===== config.mk =====
export PLATFORM = sky130hd
export DESIGN_NAME = hyperram_txn_scheduler
export DESIGN_NICKNAME = d
export VERILOG_FILES = /design/src/rtl/hyperram_pkg.sv /design/src/rtl/hyperram_req_fifo.sv /design/src/rtl/hyperram_txn_scheduler.sv
export SDC_FILE = /design/constraint.sdc
export NUM_CORES = 1
export LEC_CHECK = 0
export CORE_ASPECT_RATIO = 1.1
export CORE_MARGIN = 4
export CORE_UTILIZATION = 35
export CTS_CLUSTER_DIAMETER = 60
export DETAILED_ROUTE_END_ITERATION = 10
export PLACE_DENSITY = 0.55
export RECOVER_POWER = 100
export SYNTH_ARGS = -nofsm -noshare
export SYNTH_HDL_FRONTEND = slang
export SYNTH_HIERARCHICAL = 1
export SYNTH_SLANG_ARGS = --single-unit

===== constraint.sdc =====
create_clock -name clk_50 -period 5.4 [get_ports clk_50]
set_input_delay 1.62 -clock clk_50 [delete_from_list [all_inputs] [get_ports clk_50]]
set_output_delay 1.62 -clock clk_50 [all_outputs]
set_load 0.02 [all_outputs]

===== src/rtl/hyperram_pkg.sv =====
// Shared types and CA-word helpers for the HyperRAM transaction scheduler.
package hyperram_pkg;

    localparam int CA_W         = 48;
    localparam int CA_RW_BIT    = 47;
    localparam int CA_SPACE_BIT = 46;
    localparam int CA_BURST_BIT = 45;
    localparam int CA_UPPER_LSB = 16;
    localparam int CA_UPPER_W   = 20;
    localparam int CA_LOWER_W   = 3;
    localparam int CA_ADDR_W    = CA_UPPER_W + CA_LOWER_W;

    typedef enum logic [2:0] {
        SCHED_IDLE,
        SCHED_LOAD,
        SCHED_ISSUE,
        SCHED_WAIT,
        SCHED_DONE
    } sched_state_t;

    // Memory space, wrapped-burst type; the upper address sits above the reserved field.
    function automatic logic [CA_W-1:0] build_ca(input logic rw, input logic [CA_ADDR_W-1:0] addr);
        logic [CA_W-1:0] ca;
        ca                                = '0;
        ca[CA_RW_BIT]                     = rw;
        ca[CA_SPACE_BIT]                  = 1'b0;
        ca[CA_BURST_BIT]                  = 1'b0;
        ca[CA_UPPER_LSB +: CA_UPPER_W]    = addr[CA_LOWER_W +: CA_UPPER_W];
        ca[CA_LOWER_W-1:0]                = addr[CA_LOWER_W-1:0];
        return ca;
    endfunction

endpackage


===== src/rtl/hyperram_req_fifo.sv =====
// Per-channel request queue: synchronous FIFO with show-ahead read data.
module hyperram_req_fifo #(
    parameter int WIDTH = 35,
    parameter int DEPTH = 4
) (
    input  logic                     clk_50,
    input  logic                     resetn,
    input  logic                     push,
    input  logic [WIDTH-1:0]         pushData,
    input  logic                     pop,
    output logic [WIDTH-1:0]         popData,
    output logic                     full,
    output logic                     empty,
    output logic [$clog2(DEPTH):0]   count
);

    localparam int PTR_W = (DEPTH > 1) ? $clog2(DEPTH) : 1;
    localparam int CNT_W = $clog2(DEPTH) + 1;

    logic [WIDTH-1:0] mem [DEPTH];
    logic [PTR_W-1:0] wrPtr;
    logic [PTR_W-1:0] rdPtr;

    function automatic logic [PTR_W-1:0] bump(input logic [PTR_W-1:0] p);
        return (p == PTR_W'(DEPTH - 1)) ? '0 : p + 1'b1;
    endfunction

    always_ff @(posedge clk_50) begin
        if (!resetn) begin
            wrPtr <= '0;
            rdPtr <= '0;
            count <= '0;
        end else begin
            if (push) wrPtr <= bump(wrPtr);
            if (pop)  rdPtr <= bump(rdPtr);
            case ({push, pop})
                2'b10:   count <= count + 1'b1;
                2'b01:   count <= count - 1'b1;
                default: count <= count;
            endcase
        end
    end

    always_ff @(posedge clk_50) begin
        if (push) mem[wrPtr] <= pushData;
    end

    assign popData = mem[rdPtr];
    assign full    = (count == CNT_W'(DEPTH));
    assign empty   = (count == '0);

endmodule


===== src/rtl/hyperram_txn_scheduler.sv =====
// Multi-channel HyperRAM request scheduler: round-robin over per-channel queues,
// splits requests into driver bursts and reports per-request completion.
module hyperram_txn_scheduler
    import hyperram_pkg::*;
#(
    parameter int  NUM_CH    = 2,
    parameter int  ADDR_W    = 23,
    parameter int  LEN_W     = 11,
    parameter int  MAX_BURST = 128,
    parameter int  Q_DEPTH   = 4,
    localparam int CH_W      = (NUM_CH > 1) ? $clog2(NUM_CH) : 1
) (
    input  logic                     clk_50,
    input  logic                     resetn,
    input  logic [NUM_CH-1:0]        req_valid,
    output logic [NUM_CH-1:0]        req_ready,
    input  logic [NUM_CH*ADDR_W-1:0] req_addr,
    input  logic [NUM_CH*LEN_W-1:0]  req_len,
    input  logic [NUM_CH-1:0]        req_rw,
    output logic                     drv_start,
    output logic [CA_W-1:0]          drv_ca,
    output logic [LEN_W-1:0]         drv_len,
    output logic                     drv_rw,
    output logic [CH_W-1:0]          drv_ch,
    input  logic                     drv_done,
    output logic                     cmp_valid,
    output logic [CH_W-1:0]          cmp_ch,
    output logic                     busy
);

    localparam int ENTRY_W = ADDR_W + LEN_W + 1;
    localparam int CNT_W   = $clog2(Q_DEPTH) + 1;

    sched_state_t      state;
    sched_state_t      stateNext;
    logic [NUM_CH-1:0] fifoPush;
    logic [NUM_CH-1:0] fifoPop;
    logic [NUM_CH-1:0] fifoFull;
    logic [NUM_CH-1:0] fifoEmpty;
    logic [ENTRY_W-1:0] fifoData  [NUM_CH];
    logic [CNT_W-1:0]   fifoCount [NUM_CH];

    logic [CH_W-1:0]   rrPtr;
    logic [CH_W-1:0]   curCh;
    logic [CH_W-1:0]   grantCh;
    logic              grantAny;
    logic [ADDR_W-1:0] curAddr;
    logic [LEN_W-1:0]  curRem;
    logic              curRw;

    logic [ENTRY_W-1:0] entry;
    logic [ADDR_W-1:0]  entryAddr;
    logic [LEN_W-1:0]   entryLen;
    logic               entryRw;
    logic [LEN_W-1:0]   chunk;
    logic [LEN_W-1:0]   remAfter;
    logic [ADDR_W-1:0]  addrAfter;
    logic [ADDR_W-1:0]  burstAddr;
    logic [LEN_W-1:0]   burstLen;
    logic               burstRw;

    function automatic logic [LEN_W-1:0] clampChunk(input logic [LEN_W-1:0] rem);
        return (rem > LEN_W'(MAX_BURST)) ? LEN_W'(MAX_BURST) : rem;
    endfunction

    for (genvar c = 0; c < NUM_CH; c++) begin : gChannel
        assign fifoPush[c]  = req_valid[c] & ~fifoFull[c];
        assign fifoPop[c]   = (state == SCHED_LOAD) && (curCh == CH_W'(c));
        assign req_ready[c] = (fifoCount[c] != CNT_W'(Q_DEPTH));

        hyperram_req_fifo #(
            .WIDTH (ENTRY_W),
            .DEPTH (Q_DEPTH)
        ) uFifo (
            .clk_50   (clk_50),
            .resetn   (resetn),
            .push     (fifoPush[c]),
            .pushData ({req_rw[c], req_len[c*LEN_W +: LEN_W], req_addr[c*ADDR_W +: ADDR_W]}),
            .pop      (fifoPop[c]),
            .popData  (fifoData[c]),
            .full     (fifoFull[c]),
            .empty    (fifoEmpty[c]),
            .count    (fifoCount[c])
        );
    end

    assign entry     = fifoData[curCh];
    assign entryAddr = entry[ADDR_W-1:0];
    assign entryLen  = entry[ADDR_W +: LEN_W] & ~LEN_W'(1);
    assign entryRw   = entry[ENTRY_W-1];

    assign chunk     = clampChunk(curRem);
    assign remAfter  = curRem - chunk;
    assign addrAfter = curAddr + ADDR_W'(chunk >> 1);

    // Walk downward so the nearest non-empty channel after rrPtr wins; rrPtr itself is last resort.
    always_comb begin
        int idx;
        idx      = 0;
        grantCh  = rrPtr;
        grantAny = 1'b0;
        for (int i = NUM_CH; i >= 1; i--) begin
            idx = (int'(rrPtr) + i) % NUM_CH;
            if (!fifoEmpty[CH_W'(idx)]) begin
                grantCh  = CH_W'(idx);
                grantAny = 1'b1;
            end
        end
    end

    always_comb begin
        stateNext = state;
        drv_start = 1'b0;
        cmp_valid = 1'b0;
        busy      = (state != SCHED_IDLE);
        case (state)
            SCHED_IDLE:  if (grantAny) stateNext = SCHED_LOAD;
            SCHED_LOAD:  stateNext = (entryLen == '0) ? SCHED_DONE : SCHED_ISSUE;
            SCHED_ISSUE: begin
                drv_start = 1'b1;
                stateNext = SCHED_WAIT;
            end
            SCHED_WAIT:  if (drv_done) stateNext = (remAfter == '0) ? SCHED_DONE : SCHED_ISSUE;
            SCHED_DONE: begin
                cmp_valid = 1'b1;
                stateNext = SCHED_IDLE;
            end
            default:     stateNext = SCHED_IDLE;
        endcase
    end

    assign cmp_ch = curCh;

    // Burst descriptor is captured on entry to ISSUE so it is valid together with drv_start.
    always_comb begin
        burstAddr = addrAfter;
        burstLen  = clampChunk(remAfter);
        burstRw   = curRw;
        if (state == SCHED_LOAD) begin
            burstAddr = entryAddr;
            burstLen  = clampChunk(entryLen);
            burstRw   = entryRw;
        end
    end

    always_ff @(posedge clk_50) begin
        if (!resetn) begin
            state <= SCHED_IDLE;
            rrPtr <= CH_W'(NUM_CH - 1);
            curCh <= '0;
        end else begin
            state <= stateNext;
            if (state == SCHED_IDLE && grantAny) begin
                rrPtr <= grantCh;
                curCh <= grantCh;
            end
        end
    end

    always_ff @(posedge clk_50) begin
        if (!resetn) begin
            drv_ca  <= '0;
            drv_len <= '0;
            drv_rw  <= 1'b0;
            drv_ch  <= '0;
        end else if (stateNext == SCHED_ISSUE) begin
            drv_ca  <= build_ca(burstRw, CA_ADDR_W'(burstAddr));
            drv_len <= burstLen;
            drv_rw  <= burstRw;
            drv_ch  <= curCh;
        end
    end

    always_ff @(posedge clk_50) begin
        if (state == SCHED_LOAD) begin
            curAddr <= entryAddr;
            curRem  <= entryLen;
            curRw   <= entryRw;
        end else if (state == SCHED_WAIT && drv_done) begin
            curAddr <= addrAfter;
            curRem  <= remAfter;
        end
    end

endmodule


==> metrics.md <==
| Metric | Value |
|---|---|
| Post-DR wirelength/cell | 21.2 um |
| DR pass1 iterations | 5 |
| Routed wire length | 36,700 um |
| Worst-path clk slew | 60 ps |
| Routability cong. | 0.820 |
| Height of the chip | 230 um |
| Worst supply voltage drop on vdd | 0.283 mV |
| Critical Path RT | 5500 ps |
| Number of port buffers | 115 |
| Root buffer selected by CTS | sky130_fd_sc_hd__clkbuf_16 |
| CTS hold repair buffers | 0 |
| Starting DRT DRC Count | 570 |
| Utilization after layout | 42.4% |
| Post-CTS setup buffer count | 0 |
| Cell internal pwr | 6.04 mW |
| Part of the total power dissipated in sequential elements | 43.0% |
| Cells after DPL | 1,661 |
| Clock period minus final worst setup slack | 4670 ps |
| Layout-stage area growth over the synthesis result | 18.4% |
| Maximum Capacitance Violations | 11 |
| Die Span X | 210 um |
| Post-layout power | 8.77 mW |
| Mean area per synthesized cell | 15.7 um^2 |
| Nature of the critical path startpoint | primary input |
| First-pass GRT wire length | 54,800 um |
| Total net switching power | 2.73 mW |
| Violations in the final reports | capacitance limit, slew limit |
| Fmax | 214 MHz |
| Global Route Usage Sum | 15.1% |
| Final nets | 1,230 |
| Number of rows created at floorplan | 80 |
| Total vias in the final route | 8,752 |
| Die Outline Area | 48,200 um^2 |
| Data arrival time at the worst-slack endpoint | 4780 ps |
| Post-CTS Resized | 0 |
| Final setup fails | 0 |
| Switching fraction of total power | 31.2% |
| Unrepaired setup endpoints after global routing | no |
| Effective utilization at floorplan | 35.8% |
| Class of the tightest hold or removal check | register to register |
| Clock sinks | 366 |
| Max-slew violation total from the final report | 304 |
| Number of hold violations in the final report | 0 |
| Post-Route Setup TNS | 0 ps |
| Netlist area before placement | 15,600 um^2 |
| Pre-CTS setup slack | 1320 ps |
| Worst setup margin | 727 ps |
| Areal power density over the cells | 473 nW/um^2 |
| Maximum buffer depth of the clock tree | 3 |
| Vias in the first global route | 8,779 |
| Class of the most critical setup path | primary input to register |
| Overall overflow remaining after global route | 0 |
| Tcrit/Tclk final | 86.5% |
| Source-to-sink clock delay at the later pin of the worst-skew pair | 570 ps |
| Pin count of the biggest net entering global routing | 57 |
| Outcome | finished with violations |
| Ant diodes | 0 |
| Total CTS buffers | 40 |
| Antenna violation net count after detailed routing | 0 |
| Layout Cells excl Fill | 1,735 |
| Post-route cell area | 18,500 um^2 |
| Synthesis warning total | 6 |
| Power share of the combinational group | 26.0% |
| Total core area | 43,700 um^2 |
| DPL Wire Length | 24,300 um |
| Number of antenna violations at the first check in global routing | 4 |
| Synth Instances | 996 |
| Highest fanout seen on the critical path | 34 |
| Count of boundary I/O pins | 142 |
| Part of the power in the clock network | 31.0% |
| Worst slew margin | -100% |
| Worst Skew | 18.5 ps |
| Worst hold slack | 460 ps |
| Drt drc | 0 |
| Share of layout cells above drive strength 1 | 12.7% |
| Post-place instance area | 17,300 um^2 |
| Worst slew pin tran | 3000 ps |
| Leakage Power | 6.25 nW |
| Worst setup EP type | register |
| Vias per cell | 5.04 |
| TritonCTS clock tree | done |
| CTS H-tree depth | 2 |
[path summary, 6_finish.rpt]
check               start                            to  slack (ps)  depth (start not counted)
max          req_valid[0]  gChannel[0].uFifo/mem[3][22]         730                          3
min            drv_len[0]                    drv_len[0]         460                          2
max reg2reg     curRem[1]                    drv_ca[29]         940                         16
min reg2reg    drv_len[0]                    drv_len[0]         460                          2
[registers in the layout (all words and copies together) (netlist names), named ones only]
| name | cells |
|---|---|
| cmp_ch | 1 |
| curAddr | 23 |
| curRem | 11 |
| curRw | 1 |
| drv_ca | 23 |
| drv_ch | 1 |
| drv_len | 11 |
| drv_rw | 1 |
| gChannel.uFifo/count | 6 |
| gChannel.uFifo/mem | 272 |
| gChannel.uFifo/rdPtr | 4 |
| gChannel.uFifo/wrPtr | 4 |
| rrPtr | 1 |
| state | 3 |
[critical path, stage by stage]
cell and delay (ps):
sky130_fd_sc_hd__dlygate4sd3_1 520, sky130_fd_sc_hd__nor2b_1 370, sky130_fd_sc_hd__and2_0 2240
[power by group through the flow]
| stage | clock (mW) | sequential (mW) | combinational (mW) |
|---|---|---|---|
| finish | 2.72 | 3.78 | 2.28 |
| global route | 2.91 | 3.83 | 2.50 |
| CTS | 2.79 | 3.78 | 2.38 |
| detailed placement | 0 | 3.83 | 2.37 |
| global placement | 0 | 3.82 | 2.35 |
| floorplan | 0 | 3.81 | 1.58 |
[cells in the final DEF (no fill, tap or decap), types with 8 or more instances in the layout]
cell type and n:
sky130_fd_sc_hd__edfxtp_1 305, sky130_fd_sc_hd__dlygate4sd3_1 113, sky130_fd_sc_hd__nor2_1 66, sky130_fd_sc_hd__dfxtp_1 59, sky130_fd_sc_hd__mux4_2 59, sky130_fd_sc_hd__nand2_1 50
sky130_fd_sc_hd__mux2i_1 43, sky130_fd_sc_hd__clkbuf_16 41, sky130_fd_sc_hd__a21oi_1 39, sky130_fd_sc_hd__o21ai_0 31, sky130_fd_sc_hd__conb_1 28, sky130_fd_sc_hd__inv_1 25
sky130_fd_sc_hd__ha_1 23, sky130_fd_sc_hd__clkbuf_1 22, sky130_fd_sc_hd__nor2b_1 17, sky130_fd_sc_hd__nor3_1 17, sky130_fd_sc_hd__and2_0 12, sky130_fd_sc_hd__a211oi_1 11
sky130_fd_sc_hd__xnor2_1 10, sky130_fd_sc_hd__o21a_1 9, sky130_fd_sc_hd__nand3_1 9, sky130_fd_sc_hd__mux4_1 9, sky130_fd_sc_hd__buf_4 9, sky130_fd_sc_hd__a31oi_1 8
sky130_fd_sc_hd__clkinv_2 8
[layer usage]
layer  GRT usage (%)  vias up  wire (um)
li1                -     4068          -
met1            20.0     4386      16000
met5               0        -         13
met2            25.6      248      18000
met4            4.20        2        724
met3            2.60       48       1980
[layout make-up]
class | instances | area, um^2
tap | 574 | 718
clock inverter | 23 | 250
sequential | 366 | 10400
fill | 3997 | 25200
multi-input combinational | 558 | 4740
inverter | 27 | 101
clock buffer | 51 | 1060
timing repair buffer | 136 | 1270
Power figures use the tool's default switching activity.
